$ cat src/rtl/serializer_pkg.sv
// Shared types and sizing helpers for the serial transmit path.
package serializer_pkg;

    typedef enum logic [1:0] {
        IDLE  = 2'd0,
        SHIFT = 2'd1,
        DONE  = 2'd2
    } ser_state_t;

    // Bits needed to hold values 0..max_val inclusive.
    function automatic int unsigned cnt_w(input int unsigned max_val);
        return (max_val < 1) ? 1 : $clog2(max_val + 1);
    endfunction

endpackage

$ cat src/rtl/serializer_tx_bit_tick_gen.sv
// Bit-rate divider: pulses tick_c on the last clock of every CLK_DIV-cycle bit period.
module bit_tick_gen
    import serializer_pkg::*;
#(
    parameter int unsigned CLK_DIV = 10
) (
    input  logic clock,
    input  logic reset,
    input  logic en,
    output logic tick_c
);

    localparam int unsigned DIV_W = $clog2(CLK_DIV) + 1;
    localparam logic [DIV_W-1:0] DIV_TC = DIV_W'(CLK_DIV - 1);

    logic [DIV_W-1:0] div_q;
    logic [DIV_W-1:0] div_d;

    assign tick_c = en && (div_q == DIV_TC);

    // Held at zero outside a frame so every frame starts on a full bit period.
    always_comb begin
        div_d = '0;
        if (en && (div_q != DIV_TC)) begin
            div_d = div_q + DIV_W'(1);
        end
    end

    always_ff @(posedge clock or posedge reset) begin
        if (reset) begin
            div_q <= '0;
        end else begin
            div_q <= div_d;
        end
    end

endmodule

$ cat src/rtl/serializer_tx.sv
// Parallel-to-serial transmitter: accepts a word on write_in/status_out and shifts it
// out on serial_out, framed by serial_valid and terminated by a done_out pulse.
module serializer_tx
    import serializer_pkg::*;
#(
    parameter int unsigned DATA_W    = 8,
    parameter int unsigned CLK_DIV   = 10,
    parameter bit          MSB_FIRST = 1'b1
) (
    input  logic              clock,
    input  logic              reset,
    input  logic [DATA_W-1:0] data_in,
    input  logic              write_in,
    output logic              status_out,
    output logic              serial_out,
    output logic              serial_valid,
    output logic              done_out,
    output logic              err_out
);

    localparam int unsigned BCNT_W = cnt_w(DATA_W);
    localparam logic [BCNT_W-1:0] LAST_BIT = BCNT_W'(DATA_W - 1);

    ser_state_t        state_q, state_d;
    logic [DATA_W-1:0] shift_q, shift_d;
    logic [BCNT_W-1:0] bit_cnt_q, bit_cnt_d;
    logic              status_q, status_d;
    logic              serial_out_q, serial_out_d;
    logic              serial_valid_q, serial_valid_d;
    logic              done_q, done_d;
    logic              err_q, err_d;

    logic              tick_c;
    logic [DATA_W-1:0] shifted_c;

    bit_tick_gen #(
        .CLK_DIV (CLK_DIV)
    ) u_tick (
        .clock  (clock),
        .reset  (reset),
        .en     (state_q == SHIFT),
        .tick_c (tick_c)
    );

    assign status_out   = status_q;
    assign serial_out   = serial_out_q;
    assign serial_valid = serial_valid_q;
    assign done_out     = done_q;
    assign err_out      = err_q;

    // Serial outputs are precomputed one cycle ahead so every output leaves a flop.
    always_comb begin
        state_d        = state_q;
        shift_d        = shift_q;
        bit_cnt_d      = bit_cnt_q;
        status_d       = 1'b0;
        serial_out_d   = 1'b0;
        serial_valid_d = 1'b0;
        done_d         = 1'b0;
        err_d          = 1'b0;

        if (MSB_FIRST) begin
            shifted_c = {shift_q[DATA_W-2:0], 1'b0};
        end else begin
            shifted_c = {1'b0, shift_q[DATA_W-1:1]};
        end

        unique case (state_q)
            IDLE: begin
                status_d = 1'b1;
                if (write_in) begin
                    state_d        = SHIFT;
                    shift_d        = data_in;
                    bit_cnt_d      = '0;
                    status_d       = 1'b0;
                    serial_valid_d = 1'b1;
                    serial_out_d   = MSB_FIRST ? data_in[DATA_W-1] : data_in[0];
                end
            end
            SHIFT: begin
                err_d          = write_in;
                serial_valid_d = 1'b1;
                serial_out_d   = MSB_FIRST ? shift_q[DATA_W-1] : shift_q[0];
                if (tick_c) begin
                    shift_d   = shifted_c;
                    bit_cnt_d = bit_cnt_q + BCNT_W'(1);
                    if (bit_cnt_q == LAST_BIT) begin
                        state_d        = DONE;
                        serial_valid_d = 1'b0;
                        serial_out_d   = 1'b0;
                        done_d         = 1'b1;
                    end else begin
                        serial_out_d = MSB_FIRST ? shifted_c[DATA_W-1] : shifted_c[0];
                    end
                end
            end
            DONE: begin
                err_d    = write_in;
                state_d  = IDLE;
                status_d = 1'b1;
            end
            default: begin
                state_d = IDLE;
            end
        endcase
    end

    always_ff @(posedge clock or posedge reset) begin
        if (reset) begin
            state_q        <= IDLE;
            shift_q        <= '0;
            bit_cnt_q      <= '0;
            status_q       <= 1'b1;
            serial_out_q   <= 1'b0;
            serial_valid_q <= 1'b0;
            done_q         <= 1'b0;
            err_q          <= 1'b0;
        end else begin
            state_q        <= state_d;
            shift_q        <= shift_d;
            bit_cnt_q      <= bit_cnt_d;
            status_q       <= status_d;
            serial_out_q   <= serial_out_d;
            serial_valid_q <= serial_valid_d;
            done_q         <= done_d;
            err_q          <= err_d;
        end
    end

endmodule

$ cat config.mk
export PLATFORM = sky130hd
export DESIGN_NAME = serializer_tx
export DESIGN_NICKNAME = d
export VERILOG_FILES = /design/src/rtl/serializer_pkg.sv /design/src/rtl/serializer_tx_bit_tick_gen.sv /design/src/rtl/serializer_tx.sv
export SDC_FILE = /design/constraint.sdc
export NUM_CORES = 1
export LEC_CHECK = 0
export ABC_AREA = 1
export CAP_MARGIN = 10
export CELL_PAD_IN_SITES_DETAIL_PLACEMENT = 0
export CELL_PAD_IN_SITES_GLOBAL_PLACEMENT = 1
export CORE_UTILIZATION = 41
export DETAILED_ROUTE_END_ITERATION = 7
export PLACE_DENSITY_LB_ADDON = 0.25
export SETUP_SLACK_MARGIN = 0.2
export SLEW_MARGIN = 20
export SYNTH_ARGS = -nofsm -noshare
export SYNTH_HDL_FRONTEND = slang
export SYNTH_SLANG_ARGS = --single-unit
$ cat constraint.sdc
create_clock -name clock -period 1.5 [get_ports clock]
set_input_delay 0.15 -clock clock [delete_from_list [all_inputs] [get_ports clock]]
set_output_delay 0.15 -clock clock [all_outputs]
set_load 0.005 [all_outputs]
# [Word-level counts from Yosys, hierarchy flattened]
# Cells that the tools add are included.
[op_classes] muxes=25 addsub=2 n_eq_ne=8 n_reduce_logical=7
[ops] cell="$mux 8" n=2
[ops] cell="$pmux 8 s2" n=1
[ops] cell="$mux 1" n=11
[ops] cell="$mux 4" n=2
[ops] cell="$pmux 4 s2" n=1
[ops] cell="$mux 2" n=3
[ops] cell="$ne 2x2->1 const B" n=3
[ops] cell="$pmux 1 s2" n=3
[ops] cell="$reduce_and 3->1" n=2
[ops] cell="$add 5x1->5 const B" n=1
[ops] cell="$eq 5x4->1 const B" n=1
[ops] cell="$mux 5" n=1
[ops] cell="$ne 5x4->1 const B" n=1
[ops] cell="$add 4x1->4 const B" n=1
[ops] cell="$eq 4x3->1 const B" n=1
[ops] cell="$pmux 2 s2" n=1
[ops] cell="$eq 2x1->1 const B" n=1
[ops] cell="$eq 2x2->1 const B" n=1
[ops] cell="$logic_and 1x1->1" n=2
[ops] cell="$logic_not 2->1" n=1
[ops] cell="$reduce_bool 2->1" n=1
[ops] cell="$reduce_or 2->1" n=1
[word_totals] reg_bits=24 output_inout_bits=5 wordCells=51 input_bits=11

# [Longest topological paths before layout]
[logic_depth] word_depth=4 ltp_mapped=10 ltp_nobuf=9

# [By module]
# A second synthesis with hierarchy kept.
[unflattened] hier_cells=139 hier_area_um2=1256.2
[by_module_without_submodules] module="serializer_tx" n_inst=1 cells_each=107 seq_area_each_um2=476.7 area_each_um2=992.2
[by_module_without_submodules] module="bit_tick_gen" n_inst=1 cells_each=32 seq_area_each_um2=125.1 area_each_um2=264.0

# [Worst setup path before layout]
# No wires, ideal clock.
[synth_path] kind="register to register" startpoint="register state_q[1]" endpoint="register shift_q[4]" synth_period_minus_slack_ns=1.397 path_buffers=1 required_time_ns=1.377 setup_time_ns=0.123 arrival_time_ns=1.274 slack_ns=0.103 path_stages_with_launch=7 cell_sequence="dfrtp_1 -> inv_1 -> ha_1 -> buf_6 -> or2_2 -> o21ai_0 -> o21ai_2"
[synth_via] elab_chain_len=4 word_cells_on_any_way=8 classes_between="eq/ne (3); mux (1); reduce/logical (4)"
[synth_rtl] item="start, declared" line_no="serializer_tx.sv:24" text="ser_state_t state_q, state_d;"
[synth_rtl] item="start signal, assigned" line_no="serializer_tx.sv:119" text="state_q <= state_d;"
[synth_rtl] item="$eq 2x1->1" line_no="serializer_tx.sv:41, serializer_tx.sv:68"
[synth_rtl] item="$logic_and 1x1->1" line_no="serializer_tx_bit_tick_gen.sv:19" text="assign tick_c = en && (div_q == DIV_TC);"
[synth_rtl] item="$ne 2x2->1 (no source line)"
[synth_rtl] item="$reduce_and 3->1 (no source line)"
[synth_rtl] item="end signal, assigned" line_no="serializer_tx.sv:120" text="shift_q <= shift_d;"
[synth_rtl] item="end, declared" line_no="serializer_tx.sv:25" text="logic [DATA_W-1:0] shift_q, shift_d;"
# Several ways; a longest one is shown, not always the timed one.
# A chain may end at the register's enable or synchronous reset.

# [Worst setup path in the final report]
[layout_path] startpoint="register state_q[0]" endpoint="register bit_cnt_q[3]"
[layout_via] elab_chain_len=4 word_cells_on_any_way=8 classes_between="eq/ne (3); mux (1); reduce/logical (4)"
[layout_rtl] item="$eq 2x1->1" line_no="serializer_tx.sv:41, serializer_tx.sv:68"
[layout_rtl] item="$logic_and 1x1->1" line_no="serializer_tx_bit_tick_gen.sv:19"
[layout_rtl] item="$ne 2x2->1 (no source line)"
[layout_rtl] item="$reduce_and 3->1 (no source line)"
[layout_rtl] item="end signal, assigned" line_no="serializer_tx.sv:121" text="bit_cnt_q <= bit_cnt_d;"
[layout_rtl] item="end, declared" line_no="serializer_tx.sv:26" text="logic [BCNT_W-1:0] bit_cnt_q, bit_cnt_d;"
# Several ways; a longest one is shown, not always the timed one.

==> impl_metrics.env <==
export IMPL_rsz0062_at_grt="true"
export IMPL_run_status="finished with violations"
export IMPL_yosysWarningCount=0
export IMPL_power_switching_uw=1170
export IMPL_cp_max_fo=7
export IMPL_clk_latency_ns=0.31
export IMPL_buffers_from_clock_root_to_sink_at_most=2
export IMPL_failed_checks="DRC"
export IMPL_total_iterations_of_the_first_detailed_routing_run=6
export IMPL_timing_final_crit_period_ns=1.37
export IMPL_die_area_um2=3360
export IMPL_post_dp_hpwl_um=1760
export IMPL_finish_net_count=192
export IMPL_antenna_cells=0
export IMPL_crit_required_ns=1.72
export IMPL_clock_sink_count=24
export IMPL_grt_overflow_total=0
export IMPL_post_route_util=0.638
export IMPL_hp_class="input port to async pin"
export IMPL_post_synth_num_cell_types=23
export IMPL_critPathKind="flop to flop"
export IMPL_first_global_vias=1102
export IMPL_clock_skew_final_ns=0.00312
export IMPL_synth_largest_area_cell="sky130_fd_sc_hd__dfrtp_1"
export IMPL_wire_length_of_the_first_global_routing_pass_um=4520
export IMPL_internal_power_uw=1990
export IMPL_vdd_ir_drop_worst_mv=1.04
export IMPL_num_io_pins=16
export IMPL_grt_busiest_layer="met2"
export IMPL_layout_common_cells="23 x sky130_fd_sc_hd__dfrtp_1, 20 x sky130_fd_sc_hd__nand2_1, 17 x sky130_fd_sc_hd__buf_4"
export IMPL_most_common_library_cell_in_the_layout_ignoring_fill_and_taps="sky130_fd_sc_hd__dfrtp_1"
export IMPL_wire_per_inst_um=12.4
export IMPL_grt_use_met2=0.322
export IMPL_numCtsBuffers=3
export IMPL_grt_antenna_before_repair=0
export IMPL_n_fill_cell=242
export IMPL_share_seq_of_total_power=0.313
export IMPL_drv_slew=0
export IMPL_largest_net_degree_at_the_start_of_global_routing=25
export IMPL_htreeDepth=1
export IMPL_post_route_period_util=0.914
export IMPL_drc=1
export IMPL_drive_above_1_share=0.471
export IMPL_syn_nets=152
export IMPL_avgViaCountPerCell=4.96
export IMPL_syn_mean_instance_area_um2=9.50
export IMPL_postLayoutSetupSlackWorst_ns=0.128
export IMPL_fin_total_pwr_uw=3160
export IMPL_max_clock_freq_mhz=729
export IMPL_grt_util_met3=0.0223
export IMPL_hold_slack_ns=0.162
export IMPL_die_x_um=57.9
export IMPL_relative_slew_slack=0.791
export IMPL_combinational_power_share=0.537
export IMPL_synth_seq_cells=24
export IMPL_ant_nets=0
export IMPL_report_final_hold_viol_count=0
export IMPL_clkTransAtPathRegs_ns=0.14
export IMPL_leakage_uw=0.000888
export IMPL_end_kind="flop"
export IMPL_worstMarginPinSlew_ns=0.313
export IMPL_netlist_area_leader_share=0.449
export IMPL_met1_usage=0.210
export IMPL_place_worst_setup_slack_ns=0.0275
export IMPL_num_rows=19
export IMPL_finalSetupViolCount=0
export IMPL_clk_root_buffer_cell="sky130_fd_sc_hd__clkbuf_4"
export IMPL_area_growth_synth_to_final_pct=42.0
export IMPL_finalWeightedCongestion=0.711
export IMPL_arrival_ns=1.59
export IMPL_synth_seq_area_share=0.469
export IMPL_tritoncts="done"
export IMPL_initial_utilization=0.450
export IMPL_via_count=1017
export IMPL_cp_start_kind="flop"
export IMPL_core_area_um2=2850
export IMPL_cts_hold_buf=0
export IMPL_synthesis_instances=135
export IMPL_share_clk_of_total_power=0.150
export IMPL_overall_global_routing_usage=0.176
export IMPL_pwr_density_cell_nw_per_um2=1740
export IMPL_totalWireLength_um=2550
export IMPL_detailedRoute_firstIterationViolations=39
export IMPL_top_area_cells_in_the_synthesized_netlist="sky130_fd_sc_hd__dfrtp_1 45%, sky130_fd_sc_hd__o21ai_2 7.5%, sky130_fd_sc_hd__nand2_1 6.4%"
export IMPL_max_cap_viol_count=0
export IMPL_synthesis_area_um2=1280
export IMPL_final_setup_tns_ns=0
export IMPL_placement_io_buffers=15
export IMPL_power_share_switching=0.370
export IMPL_die_h_um=57.9
-- critical path, stage by stage, from the launching register on --
cell	delay, ns
sky130_fd_sc_hd__dfrtp_1	0.44
sky130_fd_sc_hd__inv_2	0.08
sky130_fd_sc_hd__ha_4	0.17
sky130_fd_sc_hd__inv_2	0.06
sky130_fd_sc_hd__nor2_4	0.04
sky130_fd_sc_hd__nor2_4	0.11
sky130_fd_sc_hd__nand2_4	0.12
sky130_fd_sc_hd__buf_12	0.16
sky130_fd_sc_hd__nand2_1	0.05
sky130_fd_sc_hd__o21ai_1	0.06
-- stage by stage --
stage               std cells  cell area [um^2]
floorplan                 135              1300
detailed placement        186              1570
CTS                       201              1770
finish                    205              1820
global placement          186              1570
global route              205              1820
-- routing by layer --
layer | wire length, um | vias to the layer above
li1 | - | 512
met1 | 1160 | 491
met2 | 1330 | 12
met3 | 50 | 2
met4 | 17 | 0
met5 | 0 | -
-- power groups by stage --
stage | clock [uW] | sequential, uW | combinational, uW
2_1_floorplan | 0 | 951 | 906
3_3_place_gp | 0 | 967 | 1330
3_5_place_dp | 0 | 971 | 1350
4_1_cts | 483 | 986 | 1640
5_1_grt | 505 | 1010 | 1860
6_report | 473 | 990 | 1700
-- sequential cells by signal, indices dropped and copies added (netlist names) --
register      count
state_q           2
shift_q           8
u_tick.div_q      5
serial_out        1
bit_cnt_q         4
done_out          1
err_out           1
serial_valid      1
status_out        1
-- cell type report --
cell class / instances / area (um^2) / share of cell area
flip-flops and latches: 24 / 602 / 0.331
clock inverters: 1 / 30.0 / 0.0165
repair buffers: 38 / 374 / 0.205
multi-input cells: 95 / 699 / 0.384
well taps: 31 / 38.8 / 0.0213
clock buffers: 3 / 22.5 / 0.0124
inverters: 13 / 53.8 / 0.0296
-- worst paths after layout --
check                            from            to  slack [ns]  depth (start not counted)
max                        state_q[0]  bit_cnt_q[3]        0.13                          9
min                             reset  bit_cnt_q[2]        0.16                          3
max reg2reg                state_q[0]  bit_cnt_q[3]        0.13                          9
min reg2reg                shift_q[0]    shift_q[0]        0.53                          2
max in group asynchronous       reset    status_out        1.04                          3
min in group clock         data_in[0]    shift_q[0]        0.38                          3
-- timing repair --
item | in CTS | in global routing
buffers inserted | 11 | 4
pin swaps | 2 | 2
resized for setup | 25 | 7
setup endpoints to repair | 22 | 15
-- Yosys cell counts --
cell                        n
sky130_fd_sc_hd__dfrtp_1   23
sky130_fd_sc_hd__nand2_1   22
sky130_fd_sc_hd__inv_1     12
sky130_fd_sc_hd__nand2_2   11
sky130_fd_sc_hd__o21ai_2   11
sky130_fd_sc_hd__nand3_1   10
sky130_fd_sc_hd__or2_2      9
sky130_fd_sc_hd__ha_1       6
sky130_fd_sc_hd__nor2_1     6
sky130_fd_sc_hd__o21ai_0    6
sky130_fd_sc_hd__buf_6      3
sky130_fd_sc_hd__nand4_1    3
sky130_fd_sc_hd__nand2_4    2
sky130_fd_sc_hd__nor2_2     2
sky130_fd_sc_hd__a21boi_0   1
sky130_fd_sc_hd__a21oi_1    1
sky130_fd_sc_hd__dfstp_2    1
sky130_fd_sc_hd__inv_6      1
sky130_fd_sc_hd__nor2_4     1
sky130_fd_sc_hd__nor3_1     1
sky130_fd_sc_hd__nor3_4     1
sky130_fd_sc_hd__nor3b_1    1
sky130_fd_sc_hd__o21ai_1    1
-- cell families (layout without fill, tap and decap cells) --
logic type,after synthesis,after routing,synth area share
compound gates,20,20,0.112
flops,24,24,0.469
buf+inv,16,55,0.0683
fa+ha+maj,6,6,0.0585
simple gates,69,69,0.292
No activity file was read; power rests on OpenSTA's default activity.
==> RTL change, RTL diff (config.mk and constraints unchanged) <==
Reset style: synchronous (`reset`), changed in 2 clocked blocks.
--- a/src/rtl/serializer_tx_bit_tick_gen.sv
+++ b/src/rtl/serializer_tx_bit_tick_gen.sv
@@ -26,7 +26,7 @@
         end
     end
 
-    always_ff @(posedge clock or posedge reset) begin
+    always_ff @(posedge clock) begin
         if (reset) begin
             div_q <= '0;
         end else begin
--- a/src/rtl/serializer_tx.sv
+++ b/src/rtl/serializer_tx.sv
@@ -105,7 +105,7 @@
         endcase
     end
 
-    always_ff @(posedge clock or posedge reset) begin
+    always_ff @(posedge clock) begin
         if (reset) begin
             state_q        <= IDLE;
             shift_q        <= '0;
Function: differs if reset is asserted again (counterexample within 4 cycles, from zero or initial values and one cycle with reset high); with reset held inactive, the same outputs for 10 cycles.
==> RTL change against the unedited design <==
  * Synthesized area decreased by 9.3%
  * Sequential share of layout area decreased by 0.53 points
  * Setup slack got worse by 2.4 ps
  * Routed wire length decreased by 4.3%
  * Sequential cell count unchanged
  * Clock skew increased by 8.4 ps
  * Global-route usage decreased by 1.1 points
  * Utilization decreased by 5.1 points
  * Non-clock buffer count decreased by 12
  * Final area decreased by 17%
Power is not compared: it rests on default switching activity, and its combinational part moved more than twofold at a synthesized area within 25%.
==> RTL change: results (changes against the unedited design) <==
placed_design:
  dp_hpwl_mm: 1.651  # -6.4%
  globalplace.congestion: 0.7612  # +7.1%
  dpl-instance-area_um2: 1320  # -16%
layout:
  bufAreaShareNonClock: 0.1734  # -0.03205
  fillCellCount: 238  # -1.7%
  seqCellArea_um2: 490.5  # -19%
  drive_above_1_share: 0.2139  # -0.2574
  nMultiInputCombCells: 108  # +14%
  area_growth_pct: 29.57
  clkCellAreaFrac: 0.02407  # -0.004800
  n_clock_buffer: 4  # +1
  final_nets: 191  # -0.52%
  multi_input_area_um2: 635.6  # -9.1%
  non_clock_inverter_count: 11  # -2
global_route:
  track_usage: 0.1653  # -0.01084
  gr-usage-met1: 0.1918  # -0.01781
  first_global_vias: 977  # -11%
  grtUsageMet3: 0.02342  # +0.001098
  grt_max_degree: 16  # -36%
route:
  wire_per_inst_um: 12.03  # -3.3%
  route.detailed.drc: 0  # -1
  met2_length_mm: 1.219  # -8.2%
  vias_per_cell: 5.054  # +1.9%
  first_pass_iters: 4  # -2
  drtIter0Drc: 17  # -56%
  vias: 1026  # +0.88%
  routed-wl-met3_um: 79  # +58%
yosys:
  ys_async_sr_fraction: 0  # -1.000
  yosys_warnings: 0  # unchanged
  synth_cell_types: 22  # -4.3%
  ys_seq_area_frac: 0.4129  # -0.05637
  synth_nets: 168  # +11%
  synthAdderAreaFrac: 0.06452  # +0.005980
  yosys-top-cells-count: "nand2_1, dfxtp_1, nand3_1, a21oi_1, inv_1"
  synthCells: 151  # +12%
timing:
  fin_hold_ws_ps: 382.1  # +220.0 ps
  timing.clock.skew_ps: 11.54  # +8.420 ps
  slew-limit-headroom: 0.8375  # +0.04618
outcome:
  status: "complete, no violations"
critical_path:
  slowest_stage: "dfxtp_4"
min_path:
  hold_class: "in2reg"
## RTL change: changes by cell type in the layout (fill, tap and decap cells not counted), moves of 10 or more
cell	delta
nand2_1	+18
o21ai_2	-14
dfxtp_1	+18
nand3_1	+12
buf_4	-10
a21oi_1	+12
dfrtp_1	-23
## RTL change: worst paths after layout
check	to	depth (start not counted)	from
worst max-delay path	bit_cnt_q[2]	7	state_q[0]
worst min-delay path	shift_q[0]	3	data_in[0]
worst max register to register	bit_cnt_q[2]	7	state_q[0]
worst min register to register	u_tick.div_q[0]	1	u_tick.div_q[0]
## RTL change: repair_timing
action                     in CTS  in global routing
setup buffers                   3                  3
pin swaps                      11                  5
setup endpoints to repair      18                 24
gates cloned                    0                  0
gates resized for setup        22                 11
hold buffers                    0                  0
## RTL change: where the power goes
group | internal (uW) | total, uW | switching [uW]
combinational | 368 | 792 | 424
clock | 148 | 348 | 199
sequential | 731 | 783 | 52.5
total | 1250 | 1920 | 676
